==> src/rtl/router_pkg.sv <==
// Router-wide default dimensions and index types shared by the allocator and its users.
package router_pkg;
  localparam int NUM_PORTS_DEF    = 4;
  localparam int NUM_VC_DEF       = 4;
  localparam int CREDIT_DEPTH_DEF = 4;

  typedef logic [$clog2(NUM_PORTS_DEF)-1:0] port_idx_t;
  typedef logic [$clog2(NUM_VC_DEF)-1:0]    vc_idx_t;
endpackage

==> src/rtl/switch_allocator_if.sv <==
// Request/credit inputs and crossbar-select outputs of the switch allocator.
interface switch_allocator_if
  import router_pkg::*;
#(
  parameter int NUM_PORTS = NUM_PORTS_DEF,
  parameter int NUM_VC    = NUM_VC_DEF
) ();
  logic [NUM_PORTS-1:0][NUM_VC-1:0]                 req_valid;
  logic [NUM_PORTS-1:0][NUM_VC-1:0][NUM_PORTS-1:0]  req_outport;
  logic [NUM_PORTS-1:0]                             credit_return;
  logic [NUM_PORTS-1:0][NUM_VC-1:0][NUM_PORTS-1:0]  vc_mapping;
  logic [NUM_PORTS-1:0][NUM_VC-1:0]                 grant;

  modport master (
    output req_valid, req_outport, credit_return,
    input  vc_mapping, grant
  );

  modport slave (
    input  req_valid, req_outport, credit_return,
    output vc_mapping, grant
  );
endinterface

==> src/rtl/rr_arbiter.sv <==
// Combinational round-robin picker: first set request at or after ptr_i (wrapping), one-hot out.
module rr_arbiter #(
  parameter  int WIDTH = 4,
  localparam int PW    = (WIDTH > 1) ? $clog2(WIDTH) : 1
) (
  input  logic [WIDTH-1:0] req_i,
  input  logic [PW-1:0]    ptr_i,
  output logic [WIDTH-1:0] gnt_o
);
  localparam logic [PW:0] WIDTH_L = (PW+1)'(WIDTH);

  logic [PW:0] idx_sum;
  logic        found;

  always_comb begin
    gnt_o   = '0;
    found   = 1'b0;
    idx_sum = '0;
    for (int i = 0; i < WIDTH; i++) begin
      idx_sum = {1'b0, ptr_i} + (PW+1)'(i);
      if (idx_sum >= WIDTH_L) idx_sum = idx_sum - WIDTH_L;
      if (!found && req_i[idx_sum[PW-1:0]]) begin
        gnt_o[idx_sum[PW-1:0]] = 1'b1;
        found                  = 1'b1;
      end
    end
  end
endmodule

==> src/rtl/switch_allocator.sv <==
// Separable input-first switch allocator (VC round-robin per input, then input round-robin per output); registered, 1-cycle latency.
// Backpressure only through per-output downstream credits when SA_CREDIT_CHECK_EN is defined; otherwise every output is always available.
module switch_allocator
  import router_pkg::*;
#(
  parameter int NUM_PORTS    = NUM_PORTS_DEF,
  parameter int NUM_VC       = NUM_VC_DEF,
  parameter int CREDIT_DEPTH = CREDIT_DEPTH_DEF
) (
  input  logic             clk,
  input  logic             rst_n,
  switch_allocator_if.slave bus
);
  localparam int PPW = (NUM_PORTS > 1) ? $clog2(NUM_PORTS) : 1;
  localparam int VPW = (NUM_VC > 1) ? $clog2(NUM_VC) : 1;

  typedef logic [NUM_PORTS-1:0] pmask_t;

  pmask_t [NUM_PORTS-1:0][NUM_VC-1:0] tgt, map_d, map_q;
  logic   [NUM_PORTS-1:0][NUM_VC-1:0] elig, s1_gnt, grant_d, grant_q;
  pmask_t [NUM_PORTS-1:0]             s1_tgt, s2_req, s2_gnt;
  pmask_t                             cred_ok;
  logic   [NUM_PORTS-1:0][VPW-1:0]    in_ptr_d, in_ptr_q;
  logic   [NUM_PORTS-1:0][PPW-1:0]    out_ptr_d, out_ptr_q;

  // Multi-hot targets collapse to their lowest set bit; all-zero targets never qualify.
  always_comb begin
    tgt  = '0;
    elig = '0;
    for (int j = 0; j < NUM_PORTS; j++) begin
      for (int k = 0; k < NUM_VC; k++) begin
        tgt[j][k]  = bus.req_outport[j][k] & (~bus.req_outport[j][k] + pmask_t'(1));
        elig[j][k] = bus.req_valid[j][k] & (|(tgt[j][k] & cred_ok));
      end
    end
  end

  for (genvar j = 0; j < NUM_PORTS; j++) begin : g_in_arb
    rr_arbiter #(.WIDTH(NUM_VC)) u_in_arb (
      .req_i (elig[j]),
      .ptr_i (in_ptr_q[j]),
      .gnt_o (s1_gnt[j])
    );
  end

  always_comb begin
    s1_tgt = '0;
    s2_req = '0;
    for (int j = 0; j < NUM_PORTS; j++)
      for (int k = 0; k < NUM_VC; k++)
        if (s1_gnt[j][k]) s1_tgt[j] = tgt[j][k];
    for (int i = 0; i < NUM_PORTS; i++)
      for (int j = 0; j < NUM_PORTS; j++)
        s2_req[i][j] = s1_tgt[j][i];
  end

  for (genvar i = 0; i < NUM_PORTS; i++) begin : g_out_arb
    rr_arbiter #(.WIDTH(NUM_PORTS)) u_out_arb (
      .req_i (s2_req[i]),
      .ptr_i (out_ptr_q[i]),
      .gnt_o (s2_gnt[i])
    );
  end

  // Pointers move only on a final grant, so a stage-1 winner that loses stage 2 retries first next cycle.
  always_comb begin
    map_d     = '0;
    grant_d   = '0;
    in_ptr_d  = in_ptr_q;
    out_ptr_d = out_ptr_q;
    for (int j = 0; j < NUM_PORTS; j++)
      for (int k = 0; k < NUM_VC; k++)
        for (int i = 0; i < NUM_PORTS; i++)
          map_d[j][k][i] = s1_gnt[j][k] & s2_gnt[i][j];
    for (int j = 0; j < NUM_PORTS; j++)
      for (int k = 0; k < NUM_VC; k++) begin
        grant_d[j][k] = |map_d[j][k];
        if (grant_d[j][k]) in_ptr_d[j] = VPW'((k + 1) % NUM_VC);
      end
    for (int i = 0; i < NUM_PORTS; i++)
      for (int j = 0; j < NUM_PORTS; j++)
        if (s2_gnt[i][j]) out_ptr_d[i] = PPW'((j + 1) % NUM_PORTS);
  end

  always_ff @(posedge clk or negedge rst_n) begin
    if (!rst_n) begin
      map_q     <= '0;
      grant_q   <= '0;
      in_ptr_q  <= '0;
      out_ptr_q <= '0;
    end else begin
      map_q     <= map_d;
      grant_q   <= grant_d;
      in_ptr_q  <= in_ptr_d;
      out_ptr_q <= out_ptr_d;
    end
  end

`ifdef SA_CREDIT_CHECK_EN
  localparam int            CW        = $clog2(CREDIT_DEPTH + 1);
  localparam logic [CW-1:0] CRED_FULL = CW'(CREDIT_DEPTH);

  logic [NUM_PORTS-1:0][CW-1:0] cred_d, cred_q;

  always_comb begin
    cred_ok = '0;
    for (int i = 0; i < NUM_PORTS; i++) cred_ok[i] = (cred_q[i] != '0);
  end

  // A grant and a return in the same cycle cancel; returns beyond full are dropped.
  always_comb begin
    cred_d = cred_q;
    for (int i = 0; i < NUM_PORTS; i++) begin
      if ((|s2_gnt[i]) && !bus.credit_return[i])
        cred_d[i] = cred_q[i] - CW'(1);
      else if (!(|s2_gnt[i]) && bus.credit_return[i] && (cred_q[i] != CRED_FULL))
        cred_d[i] = cred_q[i] + CW'(1);
    end
  end

  always_ff @(posedge clk or negedge rst_n) begin
    if (!rst_n) cred_q <= {NUM_PORTS{CRED_FULL}};
    else        cred_q <= cred_d;
  end
`else
  localparam int unused_credit_depth = CREDIT_DEPTH;
  logic          unused_credit_return;

  assign cred_ok              = '1;
  assign unused_credit_return = ^bus.credit_return;
`endif

  assign bus.vc_mapping = map_q;
  assign bus.grant      = grant_q;
endmodule

==> src/flat_wrapper.sv <==
// flat-port wrapper written by rule: the top's interface ports become plain ports
module switch_allocator_flat import router_pkg::*;
#(
  parameter int NUM_PORTS    = NUM_PORTS_DEF,
  parameter int NUM_VC       = NUM_VC_DEF,
  parameter int CREDIT_DEPTH = CREDIT_DEPTH_DEF
)
  (clk, rst_n, bus_req_valid, bus_req_outport, bus_credit_return, bus_vc_mapping, bus_grant);
  switch_allocator_if #(.NUM_PORTS(NUM_PORTS), .NUM_VC(NUM_VC)) bus_i ();
  input  logic clk;
  input  logic rst_n;
  input wire logic [$bits(bus_i.req_valid)-1:0] bus_req_valid;
  input wire logic [$bits(bus_i.req_outport)-1:0] bus_req_outport;
  input wire logic [$bits(bus_i.credit_return)-1:0] bus_credit_return;
  output wire logic [$bits(bus_i.vc_mapping)-1:0] bus_vc_mapping;
  output wire logic [$bits(bus_i.grant)-1:0] bus_grant;
  assign bus_i.req_valid = bus_req_valid;
  assign bus_i.req_outport = bus_req_outport;
  assign bus_i.credit_return = bus_credit_return;
  assign bus_vc_mapping = bus_i.vc_mapping;
  assign bus_grant = bus_i.grant;
  switch_allocator #(.NUM_PORTS(NUM_PORTS), .NUM_VC(NUM_VC), .CREDIT_DEPTH(CREDIT_DEPTH)) u_core (.clk(clk), .rst_n(rst_n), .bus(bus_i));
endmodule
==> config.mk <==
export PLATFORM = sky130hd
export DESIGN_NAME = switch_allocator_flat
export DESIGN_NICKNAME = d
export VERILOG_FILES = /design/src/rtl/router_pkg.sv /design/src/rtl/switch_allocator_if.sv /design/src/rtl/rr_arbiter.sv /design/src/rtl/switch_allocator.sv /design/src/flat_wrapper.sv
export SDC_FILE = /design/constraint.sdc
export NUM_CORES = 1
export LEC_CHECK = 0
export ABC_AREA = 1
export CAP_MARGIN = 10
export CORE_UTILIZATION = 57
export CTS_CLUSTER_SIZE = 10
export DETAILED_ROUTE_END_ITERATION = 8
export PLACE_DENSITY_LB_ADDON = 0.2
export SETUP_SLACK_MARGIN = 0.2
export SLEW_MARGIN = 20
export SYNTH_ARGS = -nofsm -noshare
export SYNTH_HDL_FRONTEND = slang
export SYNTH_SLANG_ARGS = --single-unit
==> constraint.sdc <==
create_clock -name clk -period 6.05 [get_ports clk]
set_clock_uncertainty 0.2 [all_clocks]
set_input_delay 0.605 -clock clk [delete_from_list [all_inputs] [get_ports clk]]
set_output_delay 0.605 -clock clk [all_outputs]
set_load 0.02 [all_outputs]
# == Word-level counts from Yosys, hierarchy flattened ==
# Cells that the tools add are included.
# totals
inputBits,86
elab_cells,716
ff_bits,96
out_inout_bits,80
# classes
n_bitwise,136
reduce_logical,120
n_lt_le_gt_ge,96
n_addsub,72
n_mux,264
# ops
op,n
$mux W4,48
$mux W2,64
$reduce_or A4 Y1,32
$lt A2 B3 Y1 const B,32
$or A4 B4 Y4,24
$mux W1,88
$and A1 B1 Y1,80
$ge A3 B3 Y1 const B,24
$add A4 B1 Y4 const B,16
$and A4 B4 Y4,16
$bmux W1 S2,32
$demux W1 S2,32
$ge A2 B1 Y1 const B,32
$not A4 Y4,16
$sub A2 B1 Y2 const B,32
$logic_and A1 B1 Y1,56
$add A2 B2 Y3 const B,16
$reduce_bool A4 Y1,8
$add A2 B1 Y3 const B,8
$ge A2 B3 Y1 const B,8
$logic_not A1 Y1,24

# == Longest topological paths before layout ==
# depth
word_depth,39
mapped_depth,31
ltp_nobuf,31

# == By module ==
# A second synthesis with hierarchy kept.
# hier_totals
hier_cells,1191
hier_area_um2,7835.0
# by_module_without_submodules
mod,instances,cells_per_inst,seq_area_each_um2,area_per_inst_um2
switch_allocator,1,607,2402.3,4644.5
rr_arbiter (u_core.g_in_arb[0].u_in_arb ...),7,73,0.0,399.1
rr_arbiter (u_core.g_out_arb[3].u_out_arb),1,73,0.0,396.6

# == Worst setup path before layout ==
# OpenSTA, ideal clock, no wires.
# synth_timing
path_kind,register to register
start,register u_core.in_ptr_q[4] (netlist name)
end,register u_core.in_ptr_q[7] (netlist name)
arrival_time_ns,2.914
setup_ns,0.120
path_slack_ns,2.816
path_buffers,1
period_less_slack_ns,3.234
path_stages_with_launch,26
required_time_ns,5.730
cell_sequence,dfrtp_1 > inv_1 > ha_1 > inv_1 > nand2_1 > nand2_2 > nor2_8 > nand2_1 > nor2_1 > nor2_1 > nand2_2 > buf_4 > a21oi_1 > nand2_2 > nand3_1 > nand3_1 > nand2_4 > nor2_8 > nand3_1 > nand3_2 > nand2_1 > nand3_1 > nor2_1 > nand2_1 > nor2_1 > nor2_1
# synth_between
elab_chain_cells,35
elab_cells_between_ends,183
cone_classes,add/sub: 7; order compare: 12; mux: 94; bitwise: 31; reduce/logical: 39
# synth_lines
element,line,source
"start, declared",switch_allocator.sv:23,"logic [NUM_PORTS-1:0][VPW-1:0] in_ptr_d, in_ptr_q;"
"start signal, assigned",switch_allocator.sv:94,in_ptr_q <= in_ptr_d;
"parallel branches: the longest is 13 deep, another holds $add A2 B1 Y3",n/a,
$mux W4 *,rr_arbiter.sv:22,if (!found && req_i[idx_sum[PW-1:0]]) begin
$mux W4 (3 in series),switch_allocator.sv:51,if (s1_gnt[j][k]) s1_tgt[j] = tgt[j][k];
$mux W4 *,switch_allocator.sv:51,
$bmux W1 S2,rr_arbiter.sv:22,
$mux W1 (implied by the code),rr_arbiter.sv:22,
$mux W1,rr_arbiter.sv:22,
$logic_not A1 Y1,rr_arbiter.sv:22,
[... 3 more ...],n/a,
$logic_and A1 B1 Y1,rr_arbiter.sv:22,
$mux W1,rr_arbiter.sv:22,
$logic_not A1 Y1,rr_arbiter.sv:22,
$logic_and A1 B1 Y1,rr_arbiter.sv:22,
$mux W4,rr_arbiter.sv:22,
$and A1 B1 Y1,switch_allocator.sv:74,map_d[j][k][i] = s1_gnt[j][k] & s2_gnt[i][j];
$reduce_or A4 Y1,switch_allocator.sv:77,grant_d[j][k] = |map_d[j][k];
$mux W2 (3 in series),switch_allocator.sv:78,if (grant_d[j][k]) in_ptr_d[j] = VPW'((k + 1) % NUM_VC);
# Mark *: on every way between the ends. The select of a mux whose other input is x is not followed.
# A chain may end at the register's enable or synchronous reset.

==> impl_metrics.toml <==
[timing]
finalSetupTns_ns = 0
fin_ws_ns = 1.92
maxSlewHeadroom_pct = 49.6
period_minus_slack_ns = 4.13
final_max_slew_viol_count = 0
tightest_slew_ns = 0.756
rsz0062_at_grt = "no"
setup_viol = 0
finalCritPeriodShare_pct = 68.2
fmax_ghz = 0.242
final_hold_viol_count = 0

[route]
wl_per_cell_um = 13.2
ant_nets = 0
wirelength_um = 19300
num_vias = 7650
drtIter0Drc = 716
dr.pass1.iters = 6
post-route-drc-count = 0
via_per_inst = 5.23

[floorplanning]
die-area_mm2 = 0.0141
coreArea_mm2 = 0.0132
die_h_um = 119
die_x_um = 119
start_util_pct = 58.5
ioPinCount = 166
rows = 42

[logic_synthesis]
synth_fp_nets = 1255
syn_avg_cell_area_um2 = 6.94
synth_cell_types = 24
yosysSeqAreaShare_pct = 31.0
ys_ff_latch = 96
yosysTopAreaCell = "dfrtp_1"
synth_top_area_share_pct = 31.0
yosysWarnings = 0
synth.area.top_cells = "dfrtp_1, nand2_1, nand3_1"
synth_area_mm2 = 0.00775
synth_cells = 1116

[global_route]
grt_pass1_wl_um = 31600
grt_pass1_vias = 6850
grt_usage_pct = 28.0
grt_overflow = 0
grt_max_degree = 65
antenna_found_initial = 0

[cts]
ctsResizeCount = 0
cts.clk_slew.worst_paths_ns = 0.06
tritoncts = "built"
cts.path.max_buffers = 2
cts.sinks = 96
numCtsBuffers = 9
insertion_delay_ns = 0.36
h-tree-depth = 3
cts_root_buf = "clkbuf_16"

[critical_path]
worstPathArrival_ns = 4.16
cp_cell_sequence = "clkdlybuf4s50_1 -> nor2_2 -> nand3_1 -> nand3_1 -> nand2_1 -> nand2_1 -> nand2_4 -> nor2_8 -> nand3_1 -> nand4_1 -> a21oi_1 -> nand2_1 -> nand2_1 -> nand2_1 -> nand2_1 -> nand2_2 -> nand2_4 -> nor2_4 -> nand3_1 -> nand3_2 -> nand2_1 -> nand4_1 -> nor2_2 -> a21oi_1"
critPathSlowestCell = "clkdlybuf4s50_1"
crit_path_frequent_cell = "nand2_1"
path_class = "in2reg"
crit_fanout = 12
endpoint_kind = "flop"
cp.required_ns = 6.09
start_kind = "primary input"
slowest_delay_ns = 0.56

[finish]
drive_gt1_share_pct = 10.8
antenna_cells = 0
nets = 1421
fillers = 1078
area_growth_pct = 26.9

[placement]
io_buffers = 161
gp_congestion = 0.929
place_ws_ns = 1.63
hpwl_um = 15300

[status]
status = "completed"

[run]
maxCapViolCount = 0

[worst_hold_path]
hp-class = "reg2reg"
## sequential cells by signal, indices dropped and copies added, names as in the netlist
name                   flops
u_core.bus.vc_mapping     64
u_core.bus.grant          16
u_core.in_ptr_q            8
u_core.out_ptr_q           8
## worst paths after layout
check | to | slack (ns) | cells after the start | from
worst max register to register | u_core.in_ptr_q[3] | 1.94 | 22 | u_core.in_ptr_q[0]
min in group asynchronous | u_core.in_ptr_q[4] | 0.53 | 2 | rst_n
max in group asynchronous | u_core.in_ptr_q[2] | 4.02 | 3 | rst_n
worst min-delay path | u_core.out_ptr_q[1] | 0.47 | 2 | u_core.out_ptr_q[1]
worst max-delay path | u_core.in_ptr_q[3] | 1.92 | 24 | bus_req_outport[4]
worst min register to register | u_core.out_ptr_q[1] | 0.47 | 2 | u_core.out_ptr_q[1]
## per-stage QoR
step	hold slack [ns]	area, µm²	util (%)	cells
5_1_grt	0.502	9830	74.2	1462
2_1_floorplan	0.109	7750	-	1116
3_3_place_gp	0.366	9510	71.8	1446
3_5_place_dp	0.370	9510	71.8	1446
6_report	0.466	9830	74.2	1462
4_1_cts	0.473	9830	74.2	1462
## synth_stat cells (all sizes together)
| master | count |
|---|---|
| a21oi | 42 |
| buf | 8 |
| clkinv | 5 |
| dfrtp | 96 |
| ha | 53 |
| inv | 187 |
| nand2 | 351 |
| nand3 | 263 |
| nand3b | 6 |
| nand4 | 9 |
| nor2 | 77 |
| nor3 | 8 |
| nor4 | 3 |
| o21ai | 6 |
| o21bai | 2 |
## layout make-up
class,instances,area [µm²],share of cell area [%]
multi-input cells,820,4550,46.3
clock inverters,5,81.3,0.827
clock buffers,10,229,2.33
flip-flops and latches,96,2400,24.4
inverters,192,721,7.33
well taps,176,220,2.24
repair buffers,163,1630,16.5
## kinds of logic after synthesis
kind of cell               synth area share [%]
adders and majority gates                  8.56
DFF                                        31.0
buffers and inverters                      10.3
AOI/OAI and AO/OA                          3.34
and+or+nand+nor                            46.8
## placed cells by master (no fill, tap or decap)
cell and n:
nand2_1 310, nand3_1 231, inv_1 175, clkdlybuf4s50_1 160
dfrtp_1 96, ha_1 53, nor2_1 46, a21oi_1 41
nand2_2 32, nand3_2 32, nor2_2 23, inv_2 12
nand2_4 9, nand4_1 9, clkbuf_16 9, nor3_1 8
nand3b_4 6, o21ai_1 6, clkinv_1 5, nor2_8 5
nor2_4 3, nor4_1 3, o21bai_1 2, bufinv_16 2
buf_4 2, a21oi_2 1, clkinv_2 1, inv_6 1
clkinvlp_4 1, clkbuf_1 1, dlygate4sd3_1 1
## critical path: cells and delay by family
family,cells,cell delay (ns)
buf+inv,1,0.56
compound gates,2,0.35
simple gates,21,2.62
## routing by layer
layer	vias up	share of wire (%)	GRT usage [%]
met5	-	0	0
met4	0	1.8	8.62
met3	33	6.1	3.81
met2	284	48	48.3
met1	3455	44	36.1
li1	3878	-	-
## repair_timing
action                    4_1_cts  5_1_grt
hold endpoints to repair       17        0
buffers inserted                0        0
hold buffers                    1        0
Power is not shown: default switching activity piles up to over one toggle a cycle in this logic, so the estimate is an artifact.
